===== config.mk =====
export PLATFORM = sky130hd
export DESIGN_NAME = stopwatch_lap_core
export DESIGN_NICKNAME = d
export VERILOG_FILES = /design/src/rtl/stopwatch_lap_core.sv
export SDC_FILE = /design/constraint.sdc
export NUM_CORES = 1
export LEC_CHECK = 0
export CAP_MARGIN = 20
export CORE_MARGIN = 3
export CORE_UTILIZATION = 50
export CTS_BUF_LIST = sky130_fd_sc_hd__clkbuf_4 sky130_fd_sc_hd__clkbuf_8 sky130_fd_sc_hd__clkbuf_16
export CTS_CLUSTER_DIAMETER = 150
export DETAILED_ROUTE_END_ITERATION = 10
export GPL_ROUTABILITY_DRIVEN = 0
export PLACE_DENSITY = 0.72
export SLEW_MARGIN = 20
export SYNTH_ARGS = -nofsm -noshare
export SYNTH_HDL_FRONTEND = slang
export SYNTH_SLANG_ARGS = --single-unit

===== constraint.sdc =====
create_clock -name clk -period 2.6 [get_ports clk]
set_input_delay 0.78 -clock clk [delete_from_list [all_inputs] [get_ports clk]]
set_output_delay 0.78 -clock clk [all_outputs]
set_load 0.005 [all_outputs]

===== src/rtl/stopwatch_lap_core.sv =====
// Stopwatch core with count-up / countdown timekeeping and a lap FIFO.
//
// Ports:
//   clk            system clock, rising edge
//   rst            asynchronous reset, active low
//   i_runstop      single-cycle run/stop toggle
//   i_clear        single-cycle clear (time, divider, lap FIFO, overflow flag)
//   i_lap          single-cycle lap capture (pushes the current time)
//   i_lap_rd       single-cycle lap FIFO pop
//   i_mode_down    direction level, latched when a run starts (1 = countdown)
//   i_load         single-cycle preload strobe (ignored while running)
//   i_load_time    preload value {hour, min, sec, msec} in bits [23:0]
//   msec/sec/min/hour  current time
//   o_running      high while in RUN
//   o_done         one-cycle pulse when a countdown reaches zero
//   o_lap_data     lap FIFO head (first-word fall-through, zero when empty)
//   o_lap_valid    lap FIFO not empty
//   o_lap_full     lap FIFO full
//   o_lap_ovf      sticky flag: a lap was dropped because the FIFO was full
//
// State table
//   STOP | time frozen, divider holds; waiting for run, load or clear
//   RUN  | divider counting, time advances once per tick
//   DONE | countdown reached zero; only clear or load leave this state
//
// The time packing occupies bits [23:0]; bits [25:24] are ignored on load
// and always read back as zero on o_lap_data.

module stopwatch_lap_core #(
    parameter int CLK_HZ    = 100_000_000,
    parameter int TICK_HZ   = 100,
    parameter int LAP_DEPTH = 4
) (
    input  logic        clk,
    input  logic        rst,
    input  logic        i_runstop,
    input  logic        i_clear,
    input  logic        i_lap,
    input  logic        i_lap_rd,
    input  logic        i_mode_down,
    input  logic        i_load,
    input  logic [25:0] i_load_time,
    output logic [6:0]  msec,
    output logic [5:0]  sec,
    output logic [5:0]  min,
    output logic [4:0]  hour,
    output logic        o_running,
    output logic        o_done,
    output logic [25:0] o_lap_data,
    output logic        o_lap_valid,
    output logic        o_lap_full,
    output logic        o_lap_ovf
);

    localparam int DIV = CLK_HZ / TICK_HZ;
    localparam int DW  = (DIV > 1) ? $clog2(DIV) : 1;
    localparam int AW  = $clog2(LAP_DEPTH);

    localparam logic [DW-1:0] DIV_LAST = DW'(DIV - 1);
    localparam logic [DW-1:0] DIV_ONE  = DW'(1);
    localparam logic [AW-1:0] PTR_ONE  = AW'(1);
    localparam logic [AW:0]   CNT_ONE  = (AW + 1)'(1);
    localparam logic [AW:0]   CNT_FULL = (AW + 1)'(LAP_DEPTH);

    typedef enum logic [1:0] {
        ST_STOP = 2'd0,
        ST_RUN  = 2'd1,
        ST_DONE = 2'd2
    } state_t;

    state_t        state, state_nxt;
    logic          dir_down, dir_nxt;
    logic [DW-1:0] div_cnt, div_nxt;
    logic          tick;
    logic          load_ok;
    logic          time_zero;
    logic          dn_hits_zero;
    logic [25:0]   cur_time;

    logic [6:0]    ms_nxt;
    logic [5:0]    s_nxt;
    logic [5:0]    mi_nxt;
    logic [4:0]    h_nxt;
    logic          running_nxt;
    logic          done_nxt;

    logic [1:0]    unused_load_hi;

    assign unused_load_hi = i_load_time[25:24];
    assign cur_time       = {2'b00, hour, min, sec, msec};
    assign time_zero      = (hour == 5'd0) && (min == 6'd0) && (sec == 6'd0) && (msec == 7'd0);
    // A countdown tick from 00:00:00.01 is the one that lands on zero.
    assign dn_hits_zero   = (hour == 5'd0) && (min == 6'd0) && (sec == 6'd0) && (msec == 7'd1);
    assign load_ok        = i_load && !i_clear && (state != ST_RUN);

    // ---------------- state register ----------------
    always_ff @(posedge clk or negedge rst) begin
        if (!rst) begin
            state     <= ST_STOP;
            dir_down  <= 1'b0;
            div_cnt   <= '0;
            msec      <= 7'd0;
            sec       <= 6'd0;
            min       <= 6'd0;
            hour      <= 5'd0;
            o_running <= 1'b0;
            o_done    <= 1'b0;
        end else begin
            state     <= state_nxt;
            dir_down  <= dir_nxt;
            div_cnt   <= div_nxt;
            msec      <= ms_nxt;
            sec       <= s_nxt;
            min       <= mi_nxt;
            hour      <= h_nxt;
            o_running <= running_nxt;
            o_done    <= done_nxt;
        end
    end

    // ---------------- next-state logic ----------------
    always_comb begin
        state_nxt = state;
        dir_nxt   = dir_down;
        div_nxt   = div_cnt;
        tick      = 1'b0;
        if (i_clear) begin
            state_nxt = ST_STOP;
            div_nxt   = '0;
        end else if (load_ok) begin
            state_nxt = ST_STOP;
            div_nxt   = '0;
        end else if (i_runstop && (state == ST_STOP)) begin
            // Starting a countdown from zero would finish instantly; ignore it.
            if (!(i_mode_down && time_zero)) begin
                state_nxt = ST_RUN;
                dir_nxt   = i_mode_down;
            end
        end else if (i_runstop && (state == ST_RUN)) begin
            // Divider is left untouched so the partial tick survives a pause.
            state_nxt = ST_STOP;
        end else if (state == ST_RUN) begin
            if (div_cnt == DIV_LAST) begin
                div_nxt = '0;
                tick    = 1'b1;
            end else begin
                div_nxt = div_cnt + DIV_ONE;
            end
            if (tick && dir_down && dn_hits_zero) begin
                state_nxt = ST_DONE;
            end
        end
    end

    // ---------------- output logic ----------------
    always_comb begin
        ms_nxt      = msec;
        s_nxt       = sec;
        mi_nxt      = min;
        h_nxt       = hour;
        running_nxt = (state_nxt == ST_RUN);
        done_nxt    = 1'b0;
        if (i_clear) begin
            ms_nxt = 7'd0;
            s_nxt  = 6'd0;
            mi_nxt = 6'd0;
            h_nxt  = 5'd0;
        end else if (load_ok) begin
            ms_nxt = (i_load_time[6:0]   > 7'd99) ? 7'd99 : i_load_time[6:0];
            s_nxt  = (i_load_time[12:7]  > 6'd59) ? 6'd59 : i_load_time[12:7];
            mi_nxt = (i_load_time[18:13] > 6'd59) ? 6'd59 : i_load_time[18:13];
            h_nxt  = (i_load_time[23:19] > 5'd23) ? 5'd23 : i_load_time[23:19];
        end else if (tick) begin
            if (!dir_down) begin
                if (msec == 7'd99) begin
                    ms_nxt = 7'd0;
                    if (sec == 6'd59) begin
                        s_nxt = 6'd0;
                        if (min == 6'd59) begin
                            mi_nxt = 6'd0;
                            h_nxt  = (hour == 5'd23) ? 5'd0 : hour + 5'd1;
                        end else begin
                            mi_nxt = min + 6'd1;
                        end
                    end else begin
                        s_nxt = sec + 6'd1;
                    end
                end else begin
                    ms_nxt = msec + 7'd1;
                end
            end else begin
                if (msec != 7'd0) begin
                    ms_nxt = msec - 7'd1;
                end else begin
                    ms_nxt = 7'd99;
                    if (sec != 6'd0) begin
                        s_nxt = sec - 6'd1;
                    end else begin
                        s_nxt = 6'd59;
                        if (min != 6'd0) begin
                            mi_nxt = min - 6'd1;
                        end else begin
                            mi_nxt = 6'd59;
                            if (hour != 5'd0) begin
                                h_nxt = hour - 5'd1;
                            end
                        end
                    end
                end
                done_nxt = dn_hits_zero;
            end
        end
    end

    // ---------------- lap FIFO ----------------
    logic [25:0]   mem [LAP_DEPTH];
    logic [AW-1:0] wr_ptr, rd_ptr, wr_nxt, rd_nxt;
    logic [AW:0]   cnt, cnt_nxt;
    logic          fifo_full;
    logic          push_ok, pop_ok;
    logic          ovf_nxt;
    logic [25:0]   head_nxt;

    assign fifo_full = (cnt == CNT_FULL);
    assign pop_ok    = !i_clear && i_lap_rd && (cnt != '0);
    // A pop in the same cycle frees the slot the push needs.
    assign push_ok   = !i_clear && i_lap && (!fifo_full || pop_ok);

    always_comb begin
        wr_nxt  = wr_ptr;
        rd_nxt  = rd_ptr;
        cnt_nxt = cnt;
        ovf_nxt = o_lap_ovf;
        if (i_clear) begin
            wr_nxt  = '0;
            rd_nxt  = '0;
            cnt_nxt = '0;
            ovf_nxt = 1'b0;
        end else begin
            if (push_ok) wr_nxt = wr_ptr + PTR_ONE;
            if (pop_ok)  rd_nxt = rd_ptr + PTR_ONE;
            if (push_ok && !pop_ok) cnt_nxt = cnt + CNT_ONE;
            else if (pop_ok && !push_ok) cnt_nxt = cnt - CNT_ONE;
            if (i_lap && !push_ok) ovf_nxt = 1'b1;
        end
        // Head is registered; when the new head is the word being written
        // this cycle it has to come straight from the current time.
        if (cnt_nxt == '0) begin
            head_nxt = '0;
        end else if (push_ok && (wr_ptr == rd_nxt)) begin
            head_nxt = cur_time;
        end else begin
            head_nxt = mem[rd_nxt];
        end
    end

    always_ff @(posedge clk or negedge rst) begin
        if (!rst) begin
            for (int i = 0; i < LAP_DEPTH; i++) mem[i] <= '0;
            wr_ptr      <= '0;
            rd_ptr      <= '0;
            cnt         <= '0;
            o_lap_ovf   <= 1'b0;
            o_lap_data  <= '0;
            o_lap_valid <= 1'b0;
            o_lap_full  <= 1'b0;
        end else begin
            if (push_ok) mem[wr_ptr] <= cur_time;
            wr_ptr      <= wr_nxt;
            rd_ptr      <= rd_nxt;
            cnt         <= cnt_nxt;
            o_lap_ovf   <= ovf_nxt;
            o_lap_data  <= head_nxt;
            o_lap_valid <= (cnt_nxt != '0);
            o_lap_full  <= (cnt_nxt == CNT_FULL);
        end
    end

endmodule


==> impl_metrics.tcl <==
set metrics [dict create \
    status "finished clean" \
    endpoint_kind "flop" \
    synth_cell_types 70 \
    critPathBufInv 2 \
    design_area_mm2 0.01238 \
    reg2reg_depth 9 \
    grt_pass1_vias 7807 \
    stdcell_count 1366 \
    yosys_warnings 0 \
    die_width_um 144.6 \
    drt_iter0_drc 558 \
    critical_path_class "reg -> reg" \
    arrival_ns 2.90 \
    drive_above_1_share_pct 25.71 \
    worstPathMaxFanout 9 \
    cts-root-buf "clkbuf_16" \
    fmax_mhz 391.2 \
    regToRegSetupSlack_ns 0.04 \
    fillers 1461 \
    dp_cells 1327 \
    synthAdderAreaFrac_pct 2.737 \
    io_buffers 84 \
    antenna_found_initial 0 \
    cts_tree "built" \
    min_period_ns 2.556 \
    vias 8216 \
    path_clk_slew_ns 0.06 \
    routed_wl_um 27140 \
    muxShareOfSynthArea_pct 11.14 \
    cts_made_buffers 17 \
    tightest_slew_ns 0.5082 \
    critical_path.top_delay_family "simple AND/OR/NAND/NOR gates" \
    clock_latency_ns 0.43 \
    io_pins 89 \
    cpPeakStageDelay_ns 0.46 \
    wl_per_cell_um 19.87 \
    p_leak_nw 5.514 \
    synth_edf_count 0 \
    grt_remaining_overflow 0 \
    timing.hold.ws_ns 0.2841 \
    hp-class "in -> async" \
    first_pass_iters 5 \
    ys_async_sr_fraction_pct 100.0 \
    grt_use_total_pct 25.68 \
    cts_sinks 179 \
    finalCritPeriodShare_pct 98.32 \
    synth_top_family_by_area "compound AO/OA/AOI/OAI gates" \
    fin_util_pct 65.98 \
    die_area_mm2 0.02090 \
    slowest_stage "or4_4" \
    grt_max_degree 52 \
    synthXorXnorAreaFrac_pct 3.011 \
    viasPerCell 6.015 \
    syn_avg_cell_area_um2 9.999 \
    slew_violations 0 \
    ir_drop_mv 0.5639 \
    synth_top_flop_cell "dfrtp_1" \
    dp_hpwl_um 17930 \
    r2r_end "o_lap_data[12]$_DFF_PN0_" \
    dpl-instance-area_mm2 0.01153 \
    cp.required_ns 2.94 \
    crit_chain "inv_2 -> ha_2 -> nor2b_4 -> or4_4 -> a2111oi_4 -> or2_4 -> clkbuf_16 -> a22oi_2 -> a211oi_2" \
    syn_inst 960 \
    ant_nets 0 \
    setup-violations-final 0 \
    rows 50 \
    p_per_area_mw_per_mm2 801.0 \
    ys_seq_area_share_pct 46.66 \
    antennaDiodeCount 0 \
    start_util_pct 51.15 \
    core_mm2 0.01877 \
    ys_ff_latch 179 \
    grt_first_pass_wirelength_um 41860 \
    area_growth_pct 29.00 \
    synth_compound_area_share_pct 17.74 \
    cts_buffer_depth 2 \
    drc 0 \
    fin_worst_skew_ns 0.008740 \
    cp-start-kind "flop" \
    synth_area_mm2 0.009599 \
    max_cap_viol_count 0 \
    maxSlewHeadroom_pct 66.12 \
    regToRegStartpoint "cnt[1]$_DFF_PN0_" \
    synthSimpleGateAreaFrac_pct 14.42 \
    hold_violations 0 \
    die_h_um 144.6 \
    htreeDepth 4 \
    fin_nets 1177 \
    cp.depth 9 \
]
==> stage by stage <==
step / total power [W] / TNS (ns) / setup WS [ns]
2_1_floorplan: 0.005731 / 0 / 0.006010
3_3_place_gp: 0.007135 / -22.10 / -0.4593
3_5_place_dp: 0.007228 / -23.37 / -0.5071
4_1_cts: 0.009779 / 0 / 0.01549
5_1_grt: 0.01047 / -0.04839 / -0.02528
6_report: 0.009919 / 0 / 0.04359
==> power breakdown <==
part	internal (W)	switching [W]	total [W]	leakage, nW
clock network	0.00145	0.00106	0.00251	0.279
logic	0.00177	0.00179	0.00356	2.82
registers	0.00341	0.000436	0.00385	2.41
total	0.00663	0.00329	0.00992	5.51
==> worst reg2reg max path, delay by kind of cell, from the launching register on <==
family                   cells  cell delay (ns)
adder cells (fa/ha/maj)      1             0.19
flip-flops                   1             0.38
AO/OA/AOI/OAI                3             0.73
AND/OR/NAND/NOR              3             0.91
buffers and inverters        2             0.27
==> cell type report <==
class,count,area [µm²],share of cell area [%]
clock inverter,9,108.9,0.8791
multi-input combinational,685,4833,39.03
timing repair buffer,211,2110,17.04
sequential,179,4479,36.17
inverter,28,105.1,0.8487
clock buffer,20,454.2,3.668
tap,234,292.8,2.364
==> Yosys cell counts, drive strengths merged (3+ instances only) <==
library cell	number	area, µm²
a211oi	27	292.8
a21oi	26	148.9
a22oi	49	367.9
a311oi	3	26.28
a31o	4	35.03
a31oi	13	81.33
and2	7	43.79
and3	10	62.56
and4	3	26.28
buf	23	130.1
clkbuf	46	172.7
dfrtp	179	4479
ha	21	262.8
inv	27	101.4
mux2	87	979.7
mux2i	9	90.09
nand2	101	379.1
nand2b	5	31.28
nand3	20	100.1
nand3b	6	45.04
nand4	9	56.30
nor2	57	214.0
nor2b	6	37.54
nor3	43	215.2
nor3b	4	30.03
nor4	4	31.28
nor4b	3	26.28
o211ai	5	37.54
o21a	7	52.55
o21ai	79	395.4
o221ai	3	26.28
o22ai	5	31.28
o31ai	3	22.52
or3	4	25.02
or4	3	26.27
xnor2	17	148.9
xor2	16	140.1
==> layer usage <==
| layer | track usage [%] | part of all wire, % | up-vias |
|---|---|---|---|
| met5 | 0 | 0 | - |
| met4 | 7.511 | 1.7 | 0 |
| met3 | 3.902 | 6.5 | 29 |
| met2 | 40.89 | 48 | 322 |
| met1 | 36.70 | 44 | 4084 |
| li1 | - | - | 3781 |
==> kinds of logic (layout without fill, tap and decap cells) <==
group           Yosys count  count (layout)
xor+xnor                 33              33
simple gates            289             289
buf+inv                  97             268
compound gates          244             244
flops                   179             179
fa+ha+maj                21              21
other cells               1               2
mux                      96              96
==> state kept, by name, summed over array words and instances, names as in the netlist <==
register     flops
sec              6
rd_ptr           2
o_lap_full       1
o_running        1
min              6
div_cnt         20
mem             96
o_done           1
cnt              3
o_lap_valid      1
dir_down         1
msec             7
o_lap_data      24
hour             5
wr_ptr           2
state            2
o_lap_ovf        1
==> cell usage in the layout (no fill, tap or decap), drive strengths merged, types with 4 or more instances in the layout <==
master	n
dfrtp	179
buf	124
nand2	101
mux2	87
clkdlybuf4s50	81
o21ai	79
nor2	57
a22oi	49
nor3	43
inv	28
a211oi	27
a21oi	26
clkbuf	24
ha	21
nand3	20
xnor2	17
xor2	16
a31oi	13
and3	10
mux2i	9
nand4	9
o21a	7
and2	7
nand3b	6
nor2b	6
clkinv	6
o211ai	5
nand2b	5
o22ai	5
a31o	4
nor3b	4
nor4	4
or3	4
==> worst max-delay path by stage <==
stage | startpoint | end
6_report | cnt[1]$_DFF_PN0_ | o_lap_data[12]$_DFF_PN0_
5_1_grt | cnt[1]$_DFF_PN0_ | o_lap_data[20]$_DFF_PN0_
4_1_cts | i_lap_rd | o_lap_data[19]$_DFF_PN0_
3_5_place_dp | i_lap_rd | o_lap_data[16]$_DFF_PN0_
3_3_place_gp | i_lap_rd | o_lap_data[14]$_DFF_PN0_
2_1_floorplan | cnt[0]$_DFF_PN0_ | o_lap_data[4]$_DFF_PN0_
==> timing repair <==
item | CTS | global route
pin swaps | 2 | 9
cloned | 1 | 5
hold buffers | 0 | 0
setup buffers | 1 | 3
gates resized for setup | 10 | 18
setup endpoints to repair | 24 | 28
No activity file was read; power rests on OpenSTA's default activity.
